## config.mk

```make
export PLATFORM = sky130hd
export DESIGN_NAME = panel_input_ctrl
export DESIGN_NICKNAME = d
export VERILOG_FILES = /design/src/rtl/panel_input_ctrl.sv
export SDC_FILE = /design/constraint.sdc
export NUM_CORES = 1
export LEC_CHECK = 0
export CAP_MARGIN = 10
export CORE_MARGIN = 2
export CORE_UTILIZATION = 30
export DETAILED_ROUTE_END_ITERATION = 8
export REMOVE_ABC_BUFFERS = 1
export SLEW_MARGIN = 30
export SYNTH_ARGS = -nofsm -noshare
export SYNTH_HDL_FRONTEND = slang
export SYNTH_SLANG_ARGS = --single-unit
```

## constraint.sdc

```tcl
create_clock -name clk -period 3 [get_ports clk]
set_clock_uncertainty 0.05 [all_clocks]
set_input_delay 0.6 -clock clk [delete_from_list [all_inputs] [get_ports clk]]
set_output_delay 0.6 -clock clk [all_outputs]
set_load 0.02 [all_outputs]
```

## src/rtl/panel_input_ctrl.sv

```systemverilog
// Front-panel driver for the alarm clock: button sync/debounce, set-mode FSM,
// alarm-enable toggle and the Pulse timebase divider.
module panel_input_ctrl #(
  parameter int CLK_DIV   = 50_000_000,
  parameter int DB_CYCLES = 1_000_000
) (
  input  logic       clk,
  input  logic       rst_n,
  input  logic       btn_timeset_raw,
  input  logic       btn_alarmset_raw,
  input  logic       btn_minadv_raw,
  input  logic       btn_hrsadv_raw,
  input  logic       btn_alarmon_raw,
  output logic       Pulse,
  output logic       Timeset,
  output logic       Alarmset,
  output logic       Minadv,
  output logic       Hrsadv,
  output logic       Alarmon,
  output logic [1:0] mode
);

  localparam int               HALF    = CLK_DIV / 2;
  localparam int               PW      = $clog2(HALF);
  localparam logic [PW-1:0]    P_LAST  = PW'(HALF - 1);
  localparam int               DBW     = $clog2(DB_CYCLES);
  localparam logic [DBW-1:0]   DB_LAST = DBW'(DB_CYCLES - 1);

  typedef enum logic [1:0] {
    ST_RUN  = 2'b00,
    ST_TSET = 2'b01,
    ST_ASET = 2'b10
  } state_t;

  // Bit order: 0 timeset, 1 alarmset, 2 minadv, 3 hrsadv, 4 alarmon
  logic [4:0] w_raw;
  logic [4:0] r_sync1;
  logic [4:0] r_sync2;
  logic [4:0] w_db;

  assign w_raw = {btn_alarmon_raw, btn_hrsadv_raw, btn_minadv_raw,
                  btn_alarmset_raw, btn_timeset_raw};

  always_ff @(posedge clk or negedge rst_n) begin
    if (!rst_n) begin
      r_sync1 <= '0;
      r_sync2 <= '0;
    end else begin
      r_sync1 <= w_raw;
      r_sync2 <= r_sync1;
    end
  end

  genvar gi;
  generate
    for (gi = 0; gi < 5; gi++) begin : g_db
      logic [DBW-1:0] r_cnt;
      logic           r_level;

      // Any return of the synced input to the accepted level restarts the count.
      always_ff @(posedge clk or negedge rst_n) begin
        if (!rst_n) begin
          r_cnt   <= '0;
          r_level <= 1'b0;
        end else if (r_sync2[gi] == r_level) begin
          r_cnt <= '0;
        end else if (r_cnt == DB_LAST) begin
          r_level <= r_sync2[gi];
          r_cnt   <= '0;
        end else begin
          r_cnt <= r_cnt + 1'b1;
        end
      end

      assign w_db[gi] = r_level;
    end
  endgenerate

  logic [PW-1:0] r_pcnt;
  logic          r_pulse;

  always_ff @(posedge clk or negedge rst_n) begin
    if (!rst_n) begin
      r_pcnt  <= '0;
      r_pulse <= 1'b0;
    end else if (r_pcnt == P_LAST) begin
      r_pcnt  <= '0;
      r_pulse <= ~r_pulse;
    end else begin
      r_pcnt <= r_pcnt + 1'b1;
    end
  end

  state_t r_state;
  state_t w_state_next;

  always_ff @(posedge clk or negedge rst_n) begin
    if (!rst_n) r_state <= ST_RUN;
    else        r_state <= w_state_next;
  end

  // Simultaneous presses hold RUN; no direct TSET<->ASET path.
  always_comb begin
    w_state_next = r_state;
    case (r_state)
      ST_RUN: begin
        if (w_db[0] && !w_db[1])      w_state_next = ST_TSET;
        else if (w_db[1] && !w_db[0]) w_state_next = ST_ASET;
      end
      ST_TSET: if (!w_db[0]) w_state_next = ST_RUN;
      ST_ASET: if (!w_db[1]) w_state_next = ST_RUN;
      default: w_state_next = ST_RUN;
    endcase
  end

  logic r_minadv;
  logic r_hrsadv;
  logic r_alarmon;
  logic r_al_d;

  always_ff @(posedge clk or negedge rst_n) begin
    if (!rst_n) begin
      r_minadv  <= 1'b0;
      r_hrsadv  <= 1'b0;
      r_alarmon <= 1'b0;
      r_al_d    <= 1'b0;
    end else begin
      r_minadv <= w_db[2] & (r_state != ST_RUN);
      r_hrsadv <= w_db[3] & (r_state != ST_RUN);
      r_al_d   <= w_db[4];
      if (w_db[4] && !r_al_d) r_alarmon <= ~r_alarmon;
    end
  end

  assign Pulse    = r_pulse;
  assign mode     = r_state;
  assign Timeset  = r_state[0];
  assign Alarmset = r_state[1];
  assign Minadv   = r_minadv;
  assign Hrsadv   = r_hrsadv;
  assign Alarmon  = r_alarmon;

endmodule
```

==> results.cfg, run 1 <==
[place]
place_congestion = 0.786
io_buffers = 14
dp_hpwl_mm = 7.78

[sta]
post-route-period-util = 0.751
slew_headroom = 0.554
max_freq_ghz = 0.444
worst_pin_slew_ns = 0.669
rsz0062_at_grt = false
slew_viol_final = 0
layout_min_cycle_time_ns = 2.25
setup_viol = 0
fin_tns_setup_ns = 0
hold_viol = 0
whs_ns = 0.122

[yosys]
synthArstFlopShare = 1.00
synth_top_family_by_area = simple AND/OR/NAND/NOR gates
netlist_instances = 651
synthMuxAreaShare = 0.0102
synth_area_um2 = 6850
synth_top_area_share = 0.537
syn_avg_cell_area_um2 = 10.5
synth_xor_area_frac = 0.147
synth.area.top_cells = dfrtp_1 54%, xor2_1 8.3%, nor2_1 7.2%, xnor2_1 6.4%, nand3_1 3.9%
yosys_most_used_dff = dfrtp_1
yosysSeqAreaShare = 0.537
synth_top_area_cell = dfrtp_1
synth-seq-cells = 147
synth_edf_count = 0
ys_warn_count = 0
synthAdderAreaFrac = 0.0110
yosys.area_share.simple = 0.264
yosysUniqueCellTypes = 49
synth_compound_area_frac = 0.00895

[finish]
n_fill_cell = 2226
antenna_cells = 0
finish.utilization = 0.353
final_layout_size_suffix_gt1_frac = 0.0888
fin_nets = 687
syn2layout_area_growth_pct = 16.1

[global_routing]
grt_usage = 0.108
grtUsageMet3 = 0.0329
grt_pass1_wl_mm = 21.1
grt_max_degree = 65
grtUsageMet2 = 0.162
use_met1 = 0.144
grt.overflow.total = 0
busiest_layer = met2
first_global_vias = 4479
antenna_found_initial = 0

[cts]
htreeDepth = 4
cts_hold_buf = 0
clk_pin_slew_ns = 0.06
cts_resized = 0
clock_latency_ns = 0.42
post-cts-setup-buffer-count = 0
clkSinkCount = 147
clockRootBuffer = clkbuf_16
cts_tree = done
cts_buffer_depth = 2
cts_buffers = 17

[floorplanning]
pin_count = 15
rows = 55
die_w_um = 155
core_um2 = 22500
die-area_um2 = 24000
initial_core_util = 0.304
fp.dieH_um = 155

[routing]
vias_per_cell = 4.59
post_drt_wl_per_cell_um = 12.2
vias = 4461
antenna_left = 0
totalWireLength_mm = 11.9
first_pass_iters = 4
drc = 0
dr.first_iter.drc_count = 233

[worst_setup_path]
critPathBufInv = 1
end_kind = primary output
cp_top_family = buffers and inverters
crit_slowest_cell = clkdlybuf4s50_1
reg2reg_slack_ns = 0.89
cp.arrival_ns = 1.60
critPathKind = reg2out
path_max_fanout = 6
max_stage_delay_ns = 0.67
critPathRequiredTime_ns = 2.35
cp-start-kind = flop
worstPathCellList = clkdlybuf4s50_1

[power]
power.density_nw_per_um2 = 569
ir_worst_vdd_v = 0.000366
p_leak_nw = 3.40

[worst_hold_path]
min_path_type = in2async

[status]
status = finished clean

[flow_run]
drv_cap = 0
[routing by layer]
metal / wire (um) / vias to the layer above
met3: 338 / 9
li1: - / 2244
met4: 159 / 0
met1: 6070 / 2157
met2: 5290 / 51
met5: 0 / -
[cell type report]
class,count,area (um^2),area share
repair buffers,19,191,0.0241
multi-input cells,479,3020,0.380
well taps,285,357,0.0448
inverters,10,37.5,0.00472
flip-flops and latches,147,3680,0.463
clock inverters,12,228,0.0286
clock buffers,20,437,0.0549
[registers in the layout, summed over array words and instances (netlist names)]
| name | flops |
|---|---|
| g_db.r_level | 5 |
| Alarmon | 1 |
| mode | 2 |
| r_al_d | 1 |
| g_db.r_cnt | 100 |
| r_pcnt | 25 |
| Minadv | 1 |
| r_sync2 | 5 |
| Hrsadv | 1 |
| Pulse | 1 |
| r_sync1 | 5 |
[through the flow]
step | power [W] | cells | instance area (um^2) | worst slack (ns)
floorplan | 0.00210 | 636 | 6740 | 1.13
global placement | 0.00217 | 940 | 7290 | 0.958
detailed placement | 0.00218 | 940 | 7290 | 0.856
CTS | 0.00459 | 972 | 7950 | 0.713
global route | 0.00470 | 972 | 7950 | 0.670
finish | 0.00452 | 972 | 7950 | 0.748
[placed cells by master (no fill, tap or decap), types with 10 or more instances in the layout]
cell / count
and3_1: 19
clkbuf_16: 17
clkdlybuf4s50_1: 13
dfrtp_1: 147
inv_1: 10
nand2_1: 41
nand3_1: 54
nand4_1: 21
nor2_1: 131
nor3_1: 14
xnor2_1: 50
xor2_1: 65
[report_power, final]
group	leakage [nW]	switching (W)	internal [W]
Clock	0.307	0.000825	0.00156
Combinational	1.09	0.0000749	0.0000314
Sequential	2.00	0.0000224	0.00201
Total	3.40	0.000922	0.00360
[logic make-up (layout without fill, tap and decap cells)]
kind of cell / Yosys count / count (layout)
AOI/OAI and AO/OA: 9 / 9
xor gates and xnor gates: 115 / 115
adders and majority gates: 6 / 6
buffers and inverters: 25 / 61
DFF: 147 / 147
muxes: 6 / 6
and+or+nand+nor: 343 / 343
[cells in the mapped netlist, types with 4 or more instances]
master / n
inv_1: 10
nor4_1: 8
nor2_1: 131
or2_1: 5
ha_1: 6
mux2_2: 4
and4_1: 9
nand2_1: 41
nor4bb_1: 4
dfrtp_1: 147
nor4b_1: 4
nand4_1: 21
nor3_1: 14
and3_1: 19
buf_4: 9
xnor2_1: 50
nand3_1: 54
xor2_1: 65
[final timing paths]
kind                                       start                end  depth (start not counted)
worst max-delay path                     mode[1]           Alarmset                          1
worst min-delay path                       rst_n   g_db[2].r_cnt[4]                          1
worst max register to register  g_db[4].r_cnt[0]  g_db[4].r_cnt[17]                          6
worst min register to register        r_sync1[2]         r_sync2[2]                          0
max in group asynchronous                  rst_n  g_db[0].r_cnt[10]                          2
min in group clk                      r_sync1[2]         r_sync2[2]                          0
[worst register-to-register path: stages (launching register included)]
cell,delay (ns)
dfrtp_1,0.41
ha_1,0.28
nand3_1,0.14
or2_1,0.25
nor2_1,0.15
or2_1,0.56
nor2_1,0.12
(Power assumes the default switching activity.)
==> run 2, diff against run 1 <==
clock period = 2.1 ns   (was 3 ns; I/O delays follow)
==> results.cfg, run 2 (synthesis gave the netlist of run 1 again) <==
[floorplanning]
rows = 55
die-area_um2 = 24000
pin_count = 15
initial_core_util = 0.304
fp.dieH_um = 155
die_w_um = 155
core_um2 = 22500

[status]
status = finished clean

[worst_setup_path]
path_max_fanout = 5
end_kind = primary output
r2r-start = r_pcnt[0]
r2r-end = r_pcnt[22]
ff2ff_path_depth = 6
worstPathCellList = clkdlybuf4s50_1
critPathKind = reg2out
critPathRequiredTime_ns = 1.63
cp_top_family = buffers and inverters
crit_slowest_cell = clkdlybuf4s50_1
reg2reg_slack_ns = 0.22
cp.arrival_ns = 1.51
max_stage_delay_ns = 0.65
cp-start-kind = flop
critPathBufInv = 1

[finish]
top_register = g_db.r_cnt
syn2layout_area_growth_pct = 16.0
final_cell_mix = 147 x dfrtp_1, 131 x nor2_1, 65 x xor2_1
antenna_cells = 0
final_area_um2 = 7940
mostFrequentLayoutCell = dfrtp_1
n_fill_cell = 2199
regArea_um2 = 3680
multi_input_area_um2 = 3030
largest_register_ffs = 100
final_layout_size_suffix_gt1_frac = 0.0948
fin_nets = 697
top_regs = g_db.r_cnt x100, r_pcnt x25
final_cell_count_no_fill = 981

[place]
io_buffers = 14
place_inst = 949
place_congestion = 0.789
dpl-instance-area_um2 = 7380
dp_hpwl_mm = 8.08

[worst_hold_path]
hp-start = r_sync1[2]
hold_path_end = r_sync2[2]
min_path_type = reg2reg
whs_path_depth = 0

[cts]
cts_tree = done
clk_pin_slew_ns = 0.05
clkSinkCount = 147
clockRootBuffer = clkbuf_16
clock_latency_ns = 0.42
cts_buffers = 17
htreeDepth = 4
cts_buffer_depth = 2

[global_routing]
grt_max_degree = 52
first_global_vias = 4512
grt_pass1_wl_mm = 21.3
antenna_found_initial = 0
grt_usage = 0.109
grt.overflow.total = 0

[sta]
post-route-period-util = 0.942
worst_pin_slew_ns = 0.504
slew_viol_final = 0
slew_headroom = 0.664
max_freq_ghz = 0.506
setup_viol = 0
layout_min_cycle_time_ns = 1.98
hold_viol = 0

[routing]
post_drt_wl_per_cell_um = 12.0
antenna_left = 0
drc = 0
vias = 4539
totalWireLength_mm = 11.8
dr.first_iter.drc_count = 212
first_pass_iters = 4
vias_per_cell = 4.63

[flow_run]
drv_cap = 0

[power]
p_leak_nw = 3.45
ir_worst_vdd_v = 0.000395
power.density_nw_per_um2 = 738
## run 2: per-layer routing
metal	track usage	routed length (um)	vias up
met5	0	0	-
met1	0.148	5920	2206
met2	0.166	5280	59
li1	-	-	2263
met4	0.0423	157	0
met3	0.0290	458	11
## run 2: layout make-up
type,instances,share of cell area
Tap cell,285,0.0449
Sequential cell,147,0.463
Timing Repair Buffer,29,0.0376
Inverter,10,0.00473
Clock inverter,4,0.00614
Clock buffer,27,0.0621
Multi-Input combinational cell,479,0.381
## run 2: report_power, final
group | internal [W] | leakage [nW] | switching [W]
sequential | 0.00287 | 2.00 | 0.0000323
combinational | 0.0000577 | 1.18 | 0.000111
clock | 0.00172 | 0.265 | 0.00107
## run 2: worst max-delay path by stage
stage	from	end	slack [ns]	cells past startpoint
floorplan	r_pcnt[0]	r_pcnt[11]	0.23	5
global route	r_pcnt[0]	r_pcnt[18]	-0.001	6
finish	mode[0]	Timeset	0.12	1
CTS	mode[1]	Alarmset	0.01	1
global placement	r_pcnt[9]	r_pcnt[11]	0.22	5
detailed placement	r_pcnt[0]	r_pcnt[14]	0.19	6
## run 2: metrics by stage
stage	setup TNS [ns]	setup slack (ns)	hold slack, ns	utilization	total power (W)
2_1_floorplan	0	0.227	0.0744	-	0.00301
3_3_place_gp	0	0.217	0.284	0.328	0.00312
3_5_place_dp	0	0.193	0.285	0.328	0.00312
4_1_cts	0	0.0104	0.297	0.353	0.00595
5_1_grt	-0.00114	-0.00114	0.319	0.353	0.00609
6_report	0	0.122	0.297	0.353	0.00586
## run 2: timing repair
action / in CTS / in global routing
setup endpoints to repair: 0 / 11
buffers inserted: 0 / 0
hold buffers: 1 / 0
gates resized for setup: 0 / 3
endpoints found under the hold margin: 47 / 0
